$ cat src/rtl/spi_reg_bridge.sv
`default_nettype none
// ---------------------------------------------------------------------------
// spi_reg_bridge : SPI slave byte stream -> single-cycle register bus, with
// auto-increment bursts. Optional macro SPI_REG_BRIDGE_WR_ECHO_EN. Rev 1.0
// ---------------------------------------------------------------------------
module spi_reg_bridge #(
  parameter int unsigned ADDR_W      = 7,
  parameter logic [7:0]  STATUS_BYTE = 8'hA5,
  parameter logic [7:0]  IDLE_BYTE   = 8'hFF
) (
  input  logic              i_Clk,
  input  logic              i_Rst_L,
  input  logic              i_RX_DV,
  input  logic [7:0]        i_RX_Byte,
  output logic              o_TX_DV,
  output logic [7:0]        o_TX_Byte,
  input  logic              i_SPI_CS_n,
  output logic [ADDR_W-1:0] o_Reg_Addr,
  output logic              o_Reg_WE,
  output logic [7:0]        o_Reg_WData,
  output logic              o_Reg_RE,
  input  logic [7:0]        i_Reg_RData,
  output logic              o_Busy,
  output logic              o_Overrun
);

`ifdef SPI_REG_BRIDGE_WR_ECHO_EN
  localparam bit ECHO = 1'b1;
`else
  localparam bit ECHO = 1'b0;
`endif

  typedef enum logic [2:0] {
    S_IDLE, S_CMD, S_WR, S_RD_REQ, S_RD_CAP, S_RD_WAIT
  } state_t;

  state_t              state_q, state_d;
  logic                cs_meta_q, cs_sync_q, cs_prev_q;
  logic [ADDR_W-1:0]   addr_q, addr_d;
  logic [7:0]          wdata_q, wdata_d;
  logic [7:0]          tx_byte_q, tx_byte_d;
  logic                we_q, we_d, re_q, re_d, tx_dv_q, tx_dv_d;
  logic                busy_q, busy_d, ovr_q, ovr_d;
  logic                init_q, idle_pend_q, idle_pend_d;
  logic                cs_rise, cs_fall;

  assign cs_rise = cs_sync_q & ~cs_prev_q;
  assign cs_fall = ~cs_sync_q & cs_prev_q;

  // Synchroniser flops reset to the deasserted (high) level so reset never fakes an edge.
  always_ff @(posedge i_Clk or negedge i_Rst_L) begin
    if (!i_Rst_L) begin
      cs_meta_q   <= 1'b1;
      cs_sync_q   <= 1'b1;
      cs_prev_q   <= 1'b1;
      state_q     <= S_IDLE;
      addr_q      <= '0;
      wdata_q     <= 8'h00;
      tx_byte_q   <= IDLE_BYTE;
      we_q        <= 1'b0;
      re_q        <= 1'b0;
      tx_dv_q     <= 1'b0;
      busy_q      <= 1'b0;
      ovr_q       <= 1'b0;
      init_q      <= 1'b1;
      idle_pend_q <= 1'b0;
    end else begin
      cs_meta_q   <= i_SPI_CS_n;
      cs_sync_q   <= cs_meta_q;
      cs_prev_q   <= cs_sync_q;
      state_q     <= state_d;
      addr_q      <= addr_d;
      wdata_q     <= wdata_d;
      tx_byte_q   <= tx_byte_d;
      we_q        <= we_d;
      re_q        <= re_d;
      tx_dv_q     <= tx_dv_d;
      busy_q      <= busy_d;
      ovr_q       <= ovr_d;
      init_q      <= 1'b0;
      idle_pend_q <= idle_pend_d;
    end
  end

  always_comb begin
    state_d     = state_q;
    addr_d      = addr_q;
    wdata_d     = wdata_q;
    tx_byte_d   = tx_byte_q;
    we_d        = 1'b0;
    re_d        = 1'b0;
    tx_dv_d     = 1'b0;
    busy_d      = busy_q;
    ovr_d       = ovr_q;
    idle_pend_d = 1'b0;

    // Address advances the cycle after each write strobe.
    if (we_q) addr_d = addr_q + ADDR_W'(1);

    if (init_q || idle_pend_q) begin
      tx_dv_d   = 1'b1;
      tx_byte_d = IDLE_BYTE;
    end

    if (cs_rise) begin
      state_d = S_IDLE;
      busy_d  = 1'b0;
      if (state_q == S_WR && i_RX_DV) begin
        // Last byte still lands; the idle preload is deferred one cycle.
        we_d        = 1'b1;
        wdata_d     = i_RX_Byte;
        idle_pend_d = 1'b1;
        if (ECHO) begin
          tx_dv_d   = 1'b1;
          tx_byte_d = i_RX_Byte;
        end
      end else begin
        tx_dv_d   = 1'b1;
        tx_byte_d = IDLE_BYTE;
      end
    end else if (cs_fall) begin
      state_d = S_CMD;
      busy_d  = 1'b1;
      ovr_d   = 1'b0;
    end else begin
      case (state_q)
        S_IDLE: ;
        S_CMD: begin
          if (i_RX_DV) begin
            addr_d = i_RX_Byte[ADDR_W-1:0];
            if (i_RX_Byte[7]) begin
              state_d = S_RD_REQ;
              re_d    = 1'b1;
            end else begin
              state_d   = S_WR;
              tx_dv_d   = 1'b1;
              tx_byte_d = STATUS_BYTE;
            end
          end
        end
        S_WR: begin
          if (i_RX_DV) begin
            we_d    = 1'b1;
            wdata_d = i_RX_Byte;
            if (ECHO) begin
              tx_dv_d   = 1'b1;
              tx_byte_d = i_RX_Byte;
            end
          end
        end
        S_RD_REQ: begin
          if (i_RX_DV) ovr_d = 1'b1;
          state_d = S_RD_CAP;
        end
        S_RD_CAP: begin
          if (i_RX_DV) ovr_d = 1'b1;
          tx_dv_d   = 1'b1;
          tx_byte_d = i_Reg_RData;
          state_d   = S_RD_WAIT;
        end
        S_RD_WAIT: begin
          if (i_RX_DV) begin
            addr_d  = addr_q + ADDR_W'(1);
            re_d    = 1'b1;
            state_d = S_RD_REQ;
          end
        end
        default: state_d = S_IDLE;
      endcase
    end
  end

  assign o_TX_DV     = tx_dv_q;
  assign o_TX_Byte   = tx_byte_q;
  assign o_Reg_Addr  = addr_q;
  assign o_Reg_WE    = we_q;
  assign o_Reg_WData = wdata_q;
  assign o_Reg_RE    = re_q;
  assign o_Busy      = busy_q;
  assign o_Overrun   = ovr_q;

endmodule
`default_nettype wire

$ cat config.mk
export PLATFORM = sky130hd
export DESIGN_NAME = spi_reg_bridge
export DESIGN_NICKNAME = d
export VERILOG_FILES = /design/src/rtl/spi_reg_bridge.sv
export SDC_FILE = /design/constraint.sdc
export NUM_CORES = 1
export LEC_CHECK = 0
export BUFFER_PORTS_ARGS = -buffer_cell sky130_fd_sc_hd__buf_2
export CAP_MARGIN = 20
export CORE_ASPECT_RATIO = 0.9
export CORE_MARGIN = 2
export CORE_UTILIZATION = 46
export DETAILED_ROUTE_END_ITERATION = 10
export HOLD_SLACK_MARGIN = 0.1
export PLACE_DENSITY = 0.75
export SLEW_MARGIN = 20
export SYNTH_ARGS = -nofsm -noshare
export SYNTH_HDL_FRONTEND = slang
export SYNTH_SLANG_ARGS = --single-unit
export TNS_END_PERCENT = 5
$ cat constraint.sdc
create_clock -name i_Clk -period 2.6 [get_ports i_Clk]
set_clock_uncertainty 0.15 [all_clocks]
set_input_delay 0.52 -clock i_Clk [delete_from_list [all_inputs] [get_ports i_Clk]]
set_output_delay 0.52 -clock i_Clk [all_outputs]
set_load 0.02 [all_outputs]
==> results.sh, run 1 <==
export IMPL_final_layout_size_suffix_gt1_share_pct=36.6
export IMPL_reg2reg_from="cs_sync_q"
export IMPL_fin_cells=275
export IMPL_postSynthAreaPerCell_um2=10.5
export IMPL_fin_crit_ns=2.26
export IMPL_numCtsBuffers=5
export IMPL_path_class="reg -> reg"
export IMPL_cts_resized=0
export IMPL_firstDrtPassIters=4
export IMPL_tritoncts="yes"
export IMPL_h_tree_depth=2
export IMPL_grt_use_total_pct=18.7
export IMPL_p_int_mw=1.14
export IMPL_drt_wl_total_mm=4.08
export IMPL_place_inst=267
export IMPL_critPathSlowestCell="dfstp_2"
export IMPL_startpoint_type="register"
export IMPL_netSwitchingPower_mw=0.669
export IMPL_via_per_inst=5.61
export IMPL_pwr_share_clk_pct=22.5
export IMPL_hold_buffers=0
export IMPL_fp_dieW_um=71.6
export IMPL_grt_pass1_vias=1379
export IMPL_r2r_setup_slack_ns=0.34
export IMPL_async_reset_ff_share_pct=100
export IMPL_syn_inst=181
export IMPL_start_util_pct=47.1
export IMPL_synth_nets=204
export IMPL_ys_seq_area_share_pct=48.4
export IMPL_grt_pass1_wl_mm=6.82
export IMPL_rsz0062_at_grt="no"
export IMPL_yosys_warnings=0
export IMPL_crit_family="flip-flops"
export IMPL_crit_buf_inv=2
export IMPL_dp_hpwl_mm=2.94
export IMPL_drc_errors=0
export IMPL_setup_viol=0
export IMPL_final_hold_viol_count=0
export IMPL_worst_path_max_fanout=10
export IMPL_gp_congestion=0.806
export IMPL_final_area_um2=2230
export IMPL_final_cell_mix="buf_2 (47), dfrtp_1 (24), nor2_1 (13)"
export IMPL_clock_latency_ns=0.28
export IMPL_grt_max_degree=37
export IMPL_synth_seq_cells=36
export IMPL_synth_ff_type="dfrtp_1"
export IMPL_synth_simple_gate_area_share_pct=18.4
export IMPL_hold_slack_ns=0.166
export IMPL_rr_worst_depth=7
export IMPL_arrival_ns=2.31
export IMPL_layout_nets=249
export IMPL_worstMarginPinSlew_ns=0.786
export IMPL_dpl_instance_area_um2=2140
export IMPL_syn_to_final_growth_pct=18.1
export IMPL_ant_nets=0
export IMPL_synth_top_family_by_area="compound AO/OA/AOI/OAI gates"
export IMPL_syn_area_um2=1890
export IMPL_combinationalPowerShare_pct=31.8
export IMPL_postCtsSetupBuffers=0
export IMPL_crit_chain="inv_1 -> ha_1 -> nor4b_4 -> buf_4 -> nand2_1 -> a2bb2oi_1 -> o21ai_0"
export IMPL_root_buffer="clkbuf_8"
export IMPL_fmax_ghz=0.443
export IMPL_routedWlPerCell_um=14.8
export IMPL_slew_headroom_pct=47.6
export IMPL_fp_dieH_um=64.8
export IMPL_clkTransAtPathRegs_ns=0.07
export IMPL_coreArea_um2=4020
export IMPL_vias=1544
export IMPL_io_buffers=47
export IMPL_final_setup_worst_slack_ns=0.341
export IMPL_maxCapViolCount=0
export IMPL_synth_edf_count=0
export IMPL_drv_slew=0
export IMPL_place_ws_ns=0.395
export IMPL_tns_ns=0
export IMPL_final_common_cell="buf_2"
export IMPL_p_total_mw=1.81
export IMPL_p_sw_share_pct=36.9
export IMPL_num_rows=22
export IMPL_dieArea_um2=4640
export IMPL_worstReg2RegEnd="o_Reg_Addr[0]"
export IMPL_io_pins=48
export IMPL_synthAdderAreaFrac_pct=1.98
export IMPL_slowest_delay_ns=0.55
export IMPL_period_share_pct=86.9
export IMPL_p_leak_nw=0.998
export IMPL_p_seq_share_pct=45.7
export IMPL_cts_buffer_depth=2
export IMPL_synth_cell_types=52
export IMPL_antenna_cells=0
export IMPL_peakVddDrop_mv=0.632
export IMPL_power_density_nw_per_um2=811
export IMPL_clock_sinks=36
export IMPL_crit_required_ns=2.65
export IMPL_hp_class="in -> async"
export IMPL_dr_first_iter_drc_count=150
export IMPL_synth_xor_area_share_pct=2.31
export IMPL_muxShareOfSynthArea_pct=5.29
export IMPL_overflow=0
export IMPL_status="finished clean"
export IMPL_fin_util_pct=55.6
export IMPL_antenna_found_initial=0
export IMPL_endpoint_kind="register"
export IMPL_synth_compound_area_share_pct=18.8
[flip-flops by register name, summed over array words and instances (netlist names)]
name,cells
init_q,1
cs_sync_q,1
state_q,3
o_Reg_WData,8
o_Reg_RE,1
o_Busy,1
o_TX_DV,1
o_TX_Byte,8
cs_meta_q,1
o_Reg_WE,1
o_Reg_Addr,7
o_Overrun,1
cs_prev_q,1
idle_pend_q,1
[kinds of logic after synthesis]
group	after synthesis
simple gates	59
compound gates	51
flops	36
buf+inv	17
mux	9
xor+xnor	5
fa+ha+maj	3
other cells	1
[worst max path at each step]
stage                    from       endpoint  slack, ns  depth (start not counted)
floorplan           cs_sync_q  o_Reg_Addr[4]       0.61                          8
global placement    cs_sync_q  o_Reg_Addr[3]       0.48                          7
detailed placement  cs_sync_q  o_Reg_Addr[3]       0.40                          7
CTS                 cs_sync_q  o_Reg_Addr[0]       0.33                          7
global route        cs_sync_q  o_Reg_Addr[0]       0.18                          7
finish              cs_sync_q  o_Reg_Addr[0]       0.34                          7
[power groups by stage]
stage	registers [mW]	logic (mW)	clock network (mW)
global placement	0.830	0.575	0
detailed placement	0.836	0.576	0
global route	0.847	0.631	0.448
finish	0.828	0.577	0.408
floorplan	0.933	0.280	0
CTS	0.827	0.583	0.421
[synthesized netlist by cell type (all sizes together) (4+ instances only)]
master   n  area, um^2
buf     10        61.3
o211ai   5        37.5
o21ai   11        58.8
a21oi    7        35.0
o22a     5        43.8
nand2    9        41.3
nor2    14        60.1
inv      5        18.8
nor2b    4        25.0
nor3     8        45.0
nand3    6        30.0
dfstp   12         315
a31oi    4        25.0
dfrtp   24         601
mux2     8        90.1
[area by class of cell]
| type | instances | area, um^2 |
|---|---|---|
| inverter | 5 | 18.8 |
| clock buffer | 7 | 86.3 |
| multi-input combinational | 128 | 888 |
| tap | 48 | 60.1 |
| sequential | 36 | 916 |
| timing repair buffer | 50 | 258 |
| clock inverter | 1 | 7.51 |
| fill | 358 | 1780 |
[metal layers]
layer  up-vias  part of all wire, %  global-route usage (%)
li1        755                    -                       -
met1       736                   49                    28.9
met2        48                   45                    26.5
met3         5                  5.6                    3.42
met4         0                  1.3                    5.66
met5         -                    0                       0
(Power assumes the default switching activity.)
==> run 2, diff against run 1 <==
--- a/config.mk
+++ b/config.mk
@@ -5,14 +5,14 @@
 export SDC_FILE = /design/constraint.sdc
 export NUM_CORES = 1
 export LEC_CHECK = 0
-export BUFFER_PORTS_ARGS = -buffer_cell sky130_fd_sc_hd__buf_2
 export CAP_MARGIN = 20
 export CORE_ASPECT_RATIO = 0.9
 export CORE_MARGIN = 2
 export CORE_UTILIZATION = 46
 export DETAILED_ROUTE_END_ITERATION = 10
+export DONT_BUFFER_PORTS = 1
 export HOLD_SLACK_MARGIN = 0.1
-export PLACE_DENSITY = 0.75
+export PLACE_DENSITY = 0.65
 export SLEW_MARGIN = 20
 export SYNTH_ARGS = -nofsm -noshare
 export SYNTH_HDL_FRONTEND = slang
==> run 2 against run 1 <==
  * Core utilization is 4.9 points lower
  * Power is 1.7% lower
  * Count of clock-buffer cells in the layout is 1 lower
  * Hold slack better by 0.045 ns
  * Sequential power is 21% higher
  * Worst setup slack better by 0.0090 ns
  * Combinational power is 49% lower
  * Critical path depth stayed put
  * Flip-flop and latch count stayed put
==> results.sh, run 2 (synthesis gave the netlist of run 1 again) <==
export IMPL_dp_hpwl_mm=2.96
export IMPL_hp_class="reg -> reg"
export IMPL_period_share_pct=86.5
export IMPL_clock_sinks=36
export IMPL_path_class="reg -> reg"
export IMPL_routedWlPerCell_um=18.3
export IMPL_drt_wl_total_mm=4.19
export IMPL_clkTransAtPathRegs_ns=0.07
export IMPL_power_density_nw_per_um2=874
export IMPL_h_tree_depth=2
export IMPL_numCtsBuffers=5
export IMPL_fp_dieH_um=64.8
export IMPL_final_hold_viol_count=0
export IMPL_slowest_delay_ns=0.55
export IMPL_crit_buf_inv=2
export IMPL_tritoncts="yes"
export IMPL_dr_first_iter_drc_count=203
export IMPL_tns_ns=0
export IMPL_io_pins=48
export IMPL_cts_resized=0
export IMPL_dieArea_um2=4640
export IMPL_maxCapViolCount=0
export IMPL_grt_pass1_vias=1411
export IMPL_syn_to_final_growth_pct=7.74
export IMPL_grt_pass1_wl_mm=7.06
export IMPL_num_rows=22
export IMPL_reg2reg_from="cs_sync_q"
export IMPL_crit_required_ns=2.65
export IMPL_grt_max_degree=37
export IMPL_ant_nets=0
export IMPL_layout_nets=203
export IMPL_rsz0062_at_grt="no"
export IMPL_coreArea_um2=4020
export IMPL_endpoint_kind="register"
export IMPL_critPathSlowestCell="dfstp_2"
export IMPL_peakVddDrop_mv=0.479
export IMPL_antenna_found_initial=0
export IMPL_fin_util_pct=50.7
export IMPL_p_leak_nw=0.830
export IMPL_start_util_pct=47.1
export IMPL_via_per_inst=6.15
export IMPL_worstMarginPinSlew_ns=0.552
export IMPL_io_buffers=0
export IMPL_arrival_ns=2.30
export IMPL_gp_congestion=0.844
export IMPL_vias=1409
export IMPL_clock_latency_ns=0.29
export IMPL_final_setup_worst_slack_ns=0.350
export IMPL_overflow=0
export IMPL_drc_errors=0
export IMPL_fp_dieW_um=71.6
export IMPL_postCtsSetupBuffers=0
export IMPL_grt_use_total_pct=19.8
export IMPL_drv_slew=0
export IMPL_root_buffer="clkbuf_8"
export IMPL_crit_family="flip-flops"
export IMPL_final_cell_mix="dfrtp_1 (24), nor2_1 (13), dfstp_2 (12)"
export IMPL_final_layout_size_suffix_gt1_share_pct=19.3
export IMPL_crit_chain="inv_1 -> ha_1 -> nor4b_4 -> buf_4 -> nand2_1 -> a2bb2oi_1 -> o21ai_0"
export IMPL_place_ws_ns=0.387
export IMPL_status="finished clean"
export IMPL_firstDrtPassIters=4
export IMPL_cp_startpoint="cs_sync_q"
export IMPL_slew_headroom_pct=63.2
export IMPL_fmax_ghz=0.445
export IMPL_p_total_mw=1.78
export IMPL_worst_path_max_fanout=10
export IMPL_antenna_cells=0
export IMPL_final_common_cell="dfrtp_1"
export IMPL_setup_viol=0
export IMPL_startpoint_type="register"
export IMPL_fin_crit_ns=2.25
export IMPL_hp_start="cs_meta_q"
export IMPL_cts_buffer_depth=2
-- run 2: repair_timing --
action,CTS,global route
setup endpoints to repair,0,0
hold buffers,3,0
hold endpoints to repair,37,0
-- run 2: area by class of cell --
| type | count | area, um^2 |
|---|---|---|
| Clock buffer | 6 | 72.6 |
| Clock inverter | 2 | 35.0 |
| Fill cell | 358 | 1980 |
| Inverter | 5 | 18.8 |
| Multi-Input combinational cell | 128 | 888 |
| Sequential cell | 36 | 916 |
| Tap cell | 48 | 60.1 |
| Timing Repair Buffer | 4 | 47.5 |
-- run 2: through the flow --
step	hold slack, ns	std cells	instance area, um^2
after CTS	0.214	229	2040
after floorplan	0.0744	181	1890
after global placement	0.0753	218	1890
after global routing	0.214	229	2040
final	0.211	229	2040
after detailed placement	0.0754	218	1890
-- run 2: final timing paths --
check	end	slack (ns)	cells past startpoint
worst min register to register	cs_sync_q	0.21	0
worst max-delay path	o_Reg_Addr[0]	0.35	7
worst max register to register	o_Reg_Addr[0]	0.35	7
min in group asynchronous	o_Busy	0.54	2
worst min-delay path	cs_sync_q	0.21	0
max in group asynchronous	o_TX_Byte[6]	1.52	2
-- run 2: report_power, final --
group | total [mW] | switching [mW] | internal [mW]
combinational | 0.297 | 0.143 | 0.153
clock | 0.483 | 0.198 | 0.284
sequential | 1.00 | 0.312 | 0.691
-- run 2: worst register-to-register path: stages, from the launching register on --
cell and delay, ns:
dfstp_2 0.55, inv_1 0.05, ha_1 0.36, nor4b_4 0.35
buf_4 0.22, nand2_1 0.11, a2bb2oi_1 0.18, o21ai_0 0.20
-- run 2: metal layers --
| layer | vias to the layer above | track usage [%] | wire (um) |
|---|---|---|---|
| met1 | 692 | 27.7 | 1900 |
| met4 | 0 | 6.13 | 48 |
| li1 | 657 | - | - |
| met5 | - | 0 | 0 |
| met3 | 5 | 9.02 | 362 |
| met2 | 55 | 27.1 | 1870 |
